$ cat src/rtl/cam_i2c_pkg.sv
// +--------------------------------------------------------------------------+
// | cam_i2c_pkg                                                              |
// | Shared state encoding, report geometry and report byte lookup.           |
// | Rev 1.0                                                                  |
// +--------------------------------------------------------------------------+
`default_nettype none

package cam_i2c_pkg;

  localparam int         REPORT_LEN     = 16;
  localparam logic [6:0] DEF_DEV_ADDR   = 7'h58;
  localparam logic [7:0] DEF_REPORT_PTR = 8'h36;

  typedef enum logic [3:0] {
    ST_IDLE     = 4'd0,
    ST_ADDR     = 4'd1,
    ST_ADDR_ACK = 4'd2,
    ST_WR_BYTE  = 4'd3,
    ST_WR_ACK   = 4'd4,
    ST_RD_BYTE  = 4'd5,
    ST_RD_ACK   = 4'd6,
    ST_IGNORE   = 4'd7
  } cam_state_e;

  // snap = {y[9:8], x[9:8], size, y[7:0], x[7:0]}; bytes past 3 are padding.
  function automatic logic [7:0] report_byte(input logic [4:0]  idx,
                                             input logic        valid,
                                             input logic [23:0] snap);
    logic [7:0] b;
    b = 8'hFF;
    if (!valid) begin
      b = 8'h00;
    end else begin
      case (idx)
        5'd0:    b = 8'h00;
        5'd1:    b = snap[7:0];
        5'd2:    b = snap[15:8];
        5'd3:    b = snap[23:16];
        default: b = 8'hFF;
      endcase
    end
    return b;
  endfunction

endpackage

`default_nettype wire

$ cat src/rtl/i2c_line_sync.sv
// +--------------------------------------------------------------------------+
// | i2c_line_sync                                                            |
// | Two-flop synchronizers for SCL/SDA plus edge, START and STOP detection.  |
// | Rev 1.0                                                                  |
// +--------------------------------------------------------------------------+
`default_nettype none

module i2c_line_sync (
  input  logic clk,
  input  logic reset,
  input  logic scl,
  input  logic sda,
  output logic sda_level,
  output logic scl_rise,
  output logic scl_fall,
  output logic start,
  output logic stop
);

  logic [1:0] r_scl_sync;
  logic [1:0] r_sda_sync;
  logic       r_scl_d;
  logic       r_sda_d;

  // Reset to the idle-bus level so leaving reset never fakes an edge.
  always_ff @(posedge clk or posedge reset) begin
    if (reset) begin
      r_scl_sync <= 2'b11;
      r_sda_sync <= 2'b11;
      r_scl_d    <= 1'b1;
      r_sda_d    <= 1'b1;
    end else begin
      r_scl_sync <= {r_scl_sync[0], scl};
      r_sda_sync <= {r_sda_sync[0], sda};
      r_scl_d    <= r_scl_sync[1];
      r_sda_d    <= r_sda_sync[1];
    end
  end

  assign sda_level = r_sda_sync[1];
  assign scl_rise  =  r_scl_sync[1] & ~r_scl_d;
  assign scl_fall  = ~r_scl_sync[1] &  r_scl_d;
  assign start     =  r_scl_sync[1] &  r_scl_d & ~r_sda_sync[1] &  r_sda_d;
  assign stop      =  r_scl_sync[1] &  r_scl_d &  r_sda_sync[1] & ~r_sda_d;

endmodule

`default_nettype wire

$ cat src/rtl/cam_i2c_responder.sv
// +--------------------------------------------------------------------------+
// | cam_i2c_responder                                                        |
// | I2C target: pointer/config writes and blob report reads.                 |
// | Optional macro CAM_TXN_COUNT_EN adds the txn_count output.               |
// | Rev 1.0                                                                  |
// +--------------------------------------------------------------------------+
`default_nettype none

module cam_i2c_responder
  import cam_i2c_pkg::*;
#(
  parameter logic [6:0] DEV_ADDR   = DEF_DEV_ADDR,
  parameter logic [7:0] REPORT_PTR = DEF_REPORT_PTR
) (
  input  logic       clk,
  input  logic       reset,
  input  logic       i2c_scl,
  input  logic       i2c_sda_in,
  output logic       i2c_sda_out,
  output logic       i2c_sda_dir,
  input  logic [9:0] blob_x,
  input  logic [9:0] blob_y,
  input  logic [3:0] blob_size,
  output logic       cfg_wr,
  output logic [7:0] cfg_addr,
  output logic [7:0] cfg_data,
  output logic       busy
`ifdef CAM_TXN_COUNT_EN
  ,
  output logic [7:0] txn_count
`endif
);

  logic        w_sda, w_scl_rise, w_scl_fall, w_start, w_stop;
  cam_state_e  r_state, w_state_nxt;
  logic        r_sda_dir, w_sda_dir_nxt;
  logic [3:0]  r_bit_cnt;
  logic [7:0]  r_shift, r_tx, r_pointer;
  logic        r_rw, r_ptr_loaded, r_busy, r_rd_valid;
  logic [4:0]  r_rd_cnt, w_rd_cnt_inc;
  logic [23:0] r_snap;
  logic        r_cfg_wr;
  logic [7:0]  r_cfg_addr, r_cfg_data;
  logic        w_byte_done, w_addr_match, w_addr_ack;
  logic [7:0]  w_rd_byte;

  i2c_line_sync u_line_sync (
    .clk       (clk),
    .reset     (reset),
    .scl       (i2c_scl),
    .sda       (i2c_sda_in),
    .sda_level (w_sda),
    .scl_rise  (w_scl_rise),
    .scl_fall  (w_scl_fall),
    .start     (w_start),
    .stop      (w_stop)
  );

  assign w_byte_done  = (r_bit_cnt == 4'd8);
  assign w_addr_match = (r_shift[7:1] == DEV_ADDR);
  assign w_addr_ack   = (r_state == ST_ADDR) && w_scl_fall && w_byte_done &&
                        w_addr_match && !w_start && !w_stop;
  assign w_rd_byte    = report_byte(r_rd_cnt, r_rd_valid, r_snap);
  assign w_rd_cnt_inc = (r_rd_cnt == 5'(REPORT_LEN)) ? r_rd_cnt : r_rd_cnt + 5'd1;

  always_ff @(posedge clk or posedge reset) begin
    if (reset) begin
      r_state   <= ST_IDLE;
      r_sda_dir <= 1'b0;
    end else begin
      r_state   <= w_state_nxt;
      r_sda_dir <= w_sda_dir_nxt;
    end
  end

  // SDA drive only ever changes on a detected SCL fall, START or STOP.
  always_comb begin
    w_state_nxt   = r_state;
    w_sda_dir_nxt = r_sda_dir;
    if (w_start) begin
      w_state_nxt   = ST_ADDR;
      w_sda_dir_nxt = 1'b0;
    end else if (w_stop) begin
      w_state_nxt   = ST_IDLE;
      w_sda_dir_nxt = 1'b0;
    end else begin
      case (r_state)
        ST_ADDR: if (w_scl_fall && w_byte_done) begin
          w_state_nxt   = w_addr_match ? ST_ADDR_ACK : ST_IGNORE;
          w_sda_dir_nxt = w_addr_match;
        end
        ST_ADDR_ACK: if (w_scl_fall) begin
          w_state_nxt   = r_rw ? ST_RD_BYTE : ST_WR_BYTE;
          w_sda_dir_nxt = r_rw ? ~w_rd_byte[7] : 1'b0;
        end
        ST_WR_BYTE: if (w_scl_fall && w_byte_done) begin
          w_state_nxt   = ST_WR_ACK;
          w_sda_dir_nxt = 1'b1;
        end
        ST_WR_ACK: if (w_scl_fall) begin
          w_state_nxt   = ST_WR_BYTE;
          w_sda_dir_nxt = 1'b0;
        end
        ST_RD_BYTE: if (w_scl_fall) begin
          w_state_nxt   = w_byte_done ? ST_RD_ACK : ST_RD_BYTE;
          w_sda_dir_nxt = w_byte_done ? 1'b0 : ~r_tx[6];
        end
        ST_RD_ACK: if (w_scl_rise && w_sda) begin
          w_state_nxt   = ST_IGNORE;
          w_sda_dir_nxt = 1'b0;
        end else if (w_scl_fall) begin
          w_state_nxt   = ST_RD_BYTE;
          w_sda_dir_nxt = ~w_rd_byte[7];
        end
        default: ;
      endcase
    end
  end

  always_ff @(posedge clk or posedge reset) begin
    if (reset) begin
      r_bit_cnt    <= '0;
      r_shift      <= '0;
      r_tx         <= '0;
      r_pointer    <= '0;
      r_rw         <= 1'b0;
      r_ptr_loaded <= 1'b0;
      r_busy       <= 1'b0;
      r_rd_valid   <= 1'b0;
      r_rd_cnt     <= '0;
      r_snap       <= '0;
      r_cfg_wr     <= 1'b0;
      r_cfg_addr   <= '0;
      r_cfg_data   <= '0;
    end else begin
      r_cfg_wr <= 1'b0;
      if (w_start) begin
        r_bit_cnt <= '0;
      end else if (w_stop) begin
        r_busy <= 1'b0;
      end else begin
        if (w_scl_rise) begin
          r_shift   <= {r_shift[6:0], w_sda};
          r_bit_cnt <= r_bit_cnt + 4'd1;
        end
        case (r_state)
          ST_ADDR: if (w_scl_fall && w_byte_done) begin
            r_busy <= w_addr_match;
            if (w_addr_match) begin
              r_rw         <= r_shift[0];
              r_ptr_loaded <= 1'b0;
              if (r_shift[0]) begin
                r_snap     <= {blob_y[9:8], blob_x[9:8], blob_size, blob_y[7:0], blob_x[7:0]};
                r_rd_valid <= (r_pointer == REPORT_PTR);
                r_rd_cnt   <= '0;
              end
            end
          end
          ST_ADDR_ACK: if (w_scl_fall) begin
            r_bit_cnt <= '0;
            if (r_rw) begin
              r_tx     <= w_rd_byte;
              r_rd_cnt <= w_rd_cnt_inc;
            end
          end
          ST_WR_BYTE: if (w_scl_fall && w_byte_done) begin
            if (!r_ptr_loaded) begin
              r_pointer    <= r_shift;
              r_ptr_loaded <= 1'b1;
            end else begin
              r_cfg_wr   <= 1'b1;
              r_cfg_addr <= r_pointer;
              r_cfg_data <= r_shift;
              r_pointer  <= r_pointer + 8'd1;
            end
          end
          ST_WR_ACK: if (w_scl_fall) begin
            r_bit_cnt <= '0;
          end
          ST_RD_BYTE: if (w_scl_fall) begin
            r_tx <= {r_tx[6:0], 1'b1};
          end
          ST_RD_ACK: if (w_scl_rise && w_sda) begin
            r_busy <= 1'b0;
          end else if (w_scl_fall) begin
            r_tx      <= w_rd_byte;
            r_rd_cnt  <= w_rd_cnt_inc;
            r_bit_cnt <= '0;
          end
          default: ;
        endcase
      end
    end
  end

`ifdef CAM_TXN_COUNT_EN
  logic       r_txn_open;
  logic [7:0] r_txn_count;

  always_ff @(posedge clk or posedge reset) begin
    if (reset) begin
      r_txn_open  <= 1'b0;
      r_txn_count <= '0;
    end else if (w_stop) begin
      r_txn_open <= 1'b0;
      if (r_txn_open) r_txn_count <= r_txn_count + 8'd1;
    end else if (w_addr_ack) begin
      r_txn_open <= 1'b1;
    end
  end

  assign txn_count = r_txn_count;
`endif

  assign i2c_sda_out = 1'b0;
  assign i2c_sda_dir = r_sda_dir;
  assign busy        = r_busy;
  assign cfg_wr      = r_cfg_wr;
  assign cfg_addr    = r_cfg_addr;
  assign cfg_data    = r_cfg_data;

endmodule

`default_nettype wire
$ cat config.mk
export PLATFORM = sky130hd
export DESIGN_NAME = cam_i2c_responder
export DESIGN_NICKNAME = d
export VERILOG_FILES = /design/src/rtl/cam_i2c_pkg.sv /design/src/rtl/i2c_line_sync.sv /design/src/rtl/cam_i2c_responder.sv
export SDC_FILE = /design/constraint.sdc
export NUM_CORES = 1
export LEC_CHECK = 0
export CAP_MARGIN = 10
export CORE_MARGIN = 2
export CORE_UTILIZATION = 56
export CTS_CLUSTER_SIZE = 40
export DETAILED_ROUTE_END_ITERATION = 7
export PLACE_DENSITY = 0.8
export SYNTH_ARGS = -nofsm -noshare
export SYNTH_HDL_FRONTEND = slang
export SYNTH_SLANG_ARGS = --single-unit
$ cat constraint.sdc
create_clock -name clk -period 3.5 [get_ports clk]
set_input_delay 0.7 -clock clk [delete_from_list [all_inputs] [get_ports clk]]
set_output_delay 0.7 -clock clk [all_outputs]
set_load 0.05 [all_outputs]
==> flow_summary_export.csv <==
group,metric,value,unit
outcome,status,"finished, final reports clean",
sta,fmax,0.420,GHz
finish,instances_no_fill,536,
logic_synthesis,netlist_area,4130,µm²
worst_setup_path,cp_num_buf_inv,1,
place,numPortBuffers,46,
worst_setup_path,critPathCaptureType,"flop",
worst_setup_path,crit_family,"simple AND/OR/NAND/NOR gates",
logic_synthesis,synth_top_area_frac,0.491,
power_and_ir_drop,power_density,505,nW/µm²
grt,grt.overflow.total,0,
drt,wl_met1,3940,µm
drt,drt_iter0_drc,352,
power_and_ir_drop,leakage,2.08,nW
sta,tightest_slew,799,ps
worst_setup_path,slowest_stage,"dfrtp_1",
floorplanning,die_y,89.9,µm
clock_tree,postCtsSetupRepairBufs,0,
sta,setup_viol,0,
logic_synthesis,yosys-top-cells-count,"81 x dfrtp_1, 51 x nand2_1, 40 x mux2_2",
worst_setup_path,critical-path-max-stage-delay,630,ps
clock_tree,ctsHtreeMaxLevel,3,
finish,synthToLayoutAreaGrowth,18.2,%
sta,grt_setup_unrepaired,"false",
drt,routedWlPerCell,16.8,µm
floorplanning,initial_utilization,0.575,
logic_synthesis,synthTopCellsByArea,"dfrtp_1 49%, mux2_2 11%, nand2_1 4.6%, dfstp_2 3.8%, a21oi_1 3.8%",
grt,grt_pass1_wl,15100,µm
place,pre_cts_slack,1190,ps
logic_synthesis,yosys.area.top_type,"dfrtp_1",
clock_tree,cts_tree,"done",
sta,fin_setup_tns,0,ps
logic_synthesis,synth-warning-count,0,
run,max_cap_violations,0,
power_and_ir_drop,finalPower,2.46,mW
drt,ant_nets,0,
power_and_ir_drop,netSwitchingPower,0.815,mW
floorplanning,die_w,89.9,µm
clock_tree,root_buffer,"clkbuf_8",
drt,avgViaCountPerCell,6.05,
power_and_ir_drop,seqPwrFrac,0.513,
finish,final_nets,468,
power_and_ir_drop,p_int,1.65,mW
finish,num_antenna_cells,0,
power_and_ir_drop,p_clk_frac,0.291,
logic_synthesis,synth-seq-area-share,0.529,
worst_setup_path,path_max_fanout,19,
floorplanning,rows,31,
grt,antenna_found_initial,0,
grt,grt_use_total,0.231,
clock_tree,cts_made_buffers,9,
power_and_ir_drop,ir_drop,0.320,mV
worst_setup_path,path_class,"reg -> reg",
finish,drive_above_1_share,0.176,
grt,grt_max_degree,44,
drt,wl_met2,4370,µm
clock_tree,cts.repair.resized,0,
logic_synthesis,syn-num-nets,424,
grt,grt_pass1_vias,3206,
worst_setup_path,cp_cell_sequence,"and4bb_2, o2111a_1, buf_4, nand2_1, mux2_2",
logic_synthesis,synth_most_common_cell,"dfrtp_1",
power_and_ir_drop,p_comb_frac,0.195,
sta,min_period_over_period,0.680,
clock_tree,insertion_delay,370,ps
worst_setup_path,cp.required,3750,ps
logic_synthesis,synth.distinct_cells,52,
floorplanning,io_pins,48,
sta,fin_skew,12.7,ps
sta,relSlewSlack,0.466,
drt,dr_wl_met3,404,µm
logic_synthesis,ys_seq_elements,87,
worst_setup_path,startpoint_type,"flop",
sta,drv_slew,0,
sta,min_period,2380,ps
place,place_congestion,0.848,
sta,hold_viol_final,0,
hold_path,hp-class,"reg -> reg",
clock_tree,cts_buffer_depth,2,
drt,drc_errors,0,
place,hpwl,6220,µm
logic_synthesis,synth.avg_cell_area,10.6,µm²
logic_synthesis,synth-edff-count,0,
place,dp.cells,520,
clock_tree,clk_pin_slew,80,ps
floorplanning,die_area,8070,µm²
drt,drt-total-wl,8980,µm
sta,fin_ws,1120,ps
logic_synthesis,ys.flop_type,"dfrtp_1",
clock_tree,cts_sinks,87,
logic_synthesis,syn_inst,388,
drt,firstDrtPassIters,5,
clock_tree,hold_buffers,0,
worst_setup_path,cp.arrival,2630,ps
floorplanning,core-area,7180,µm²
finish,n_fill_cell,545,
drt,vias,3243,
drt,top_layer,"met4",
logic_synthesis,postSynth.asyncResetShare,1.00,
finish,final_util,0.680,
power_and_ir_drop,switching_share,0.331,
==> layer usage <==
metal	GRT usage	up-vias
met1	0.304	1593
li1	-	1502
met2	0.369	118
met3	0.0402	30
met5	0	-
met4	0.123	0
==> kinds of logic (layout without fill, tap and decap cells) <==
kind of cell | count (synthesis) | count (layout) | synth area share
muxes | 43 | 43 | 0.116
buffers and inverters | 31 | 80 | 0.0300
other | 1 | 1 | 0.000908
DFF | 87 | 87 | 0.529
xor gates and xnor gates | 1 | 1 | 0.00212
and+or+nand+nor | 117 | 117 | 0.142
adders and majority gates | 8 | 8 | 0.0243
AOI/OAI and AO/OA | 100 | 100 | 0.155
==> registers in the layout, indices dropped and copies added, names as in the netlist <==
name	count
u_line_sync.r_sda_d	1
cfg_addr	8
r_rd_cnt	5
r_shift	8
r_ptr_loaded	1
r_rw	1
cfg_data	8
r_pointer	8
r_tx	7
r_state	3
u_line_sync.r_scl_d	1
u_line_sync.r_scl_sync	2
busy	1
r_snap	24
i2c_sda_dir	1
r_rd_valid	1
r_bit_cnt	4
u_line_sync.r_sda_sync	2
cfg_wr	1
==> area by class of cell <==
type / instances / area, µm² / area share
sequential: 87 / 2180 / 0.448
timing repair buffer: 52 / 505 / 0.104
clock inverter: 6 / 70.1 / 0.0144
tap: 99 / 124 / 0.0254
inverter: 12 / 46.3 / 0.00949
clock buffer: 10 / 128 / 0.0262
multi-input combinational: 270 / 1820 / 0.373
==> cell usage in the layout, fill, tap and decap left out, types with 8 or more instances in the layout <==
cell type / count
ha_1: 8
a222oi_1: 8
a21oi_1: 31
nand2_1: 51
mux2_2: 40
nand3_1: 11
nor2_1: 13
a211oi_1: 8
inv_1: 11
clkdlybuf4s50_1: 46
o21ai_0: 27
dfrtp_1: 81
clkbuf_8: 9
==> power groups by stage <==
stage | sequential [mW] | clock [mW] | combinational, mW
after floorplan | 1.21 | 0 | 0.388
after global placement | 1.27 | 0 | 0.464
after CTS | 1.26 | 0.727 | 0.476
after detailed placement | 1.28 | 0 | 0.473
final | 1.26 | 0.717 | 0.481
after global routing | 1.28 | 0.764 | 0.530
==> per-stage QoR <==
stage	cell area, µm²	hold slack (ps)
after floorplan	4130	345
after global placement	4680	346
after detailed placement	4680	347
after CTS	4880	359
after global routing	4880	365
final	4880	358
==> path summary, 6_finish.rpt <==
path | from | to | slack, ps | cells past startpoint
max in group asynchronous | reset | r_state[1] | 2080 | 3
max | r_state[0] | cfg_addr[5] | 1120 | 5
max reg2reg | r_state[0] | cfg_addr[5] | 1120 | 5
min | u_line_sync.r_sda_sync[0] | u_line_sync.r_sda_sync[1] | 360 | 0
min in group asynchronous | reset | r_tx[2] | 750 | 2
min reg2reg | u_line_sync.r_sda_sync[0] | u_line_sync.r_sda_sync[1] | 360 | 0
Note: power is estimated with default switching activity, not from simulation.
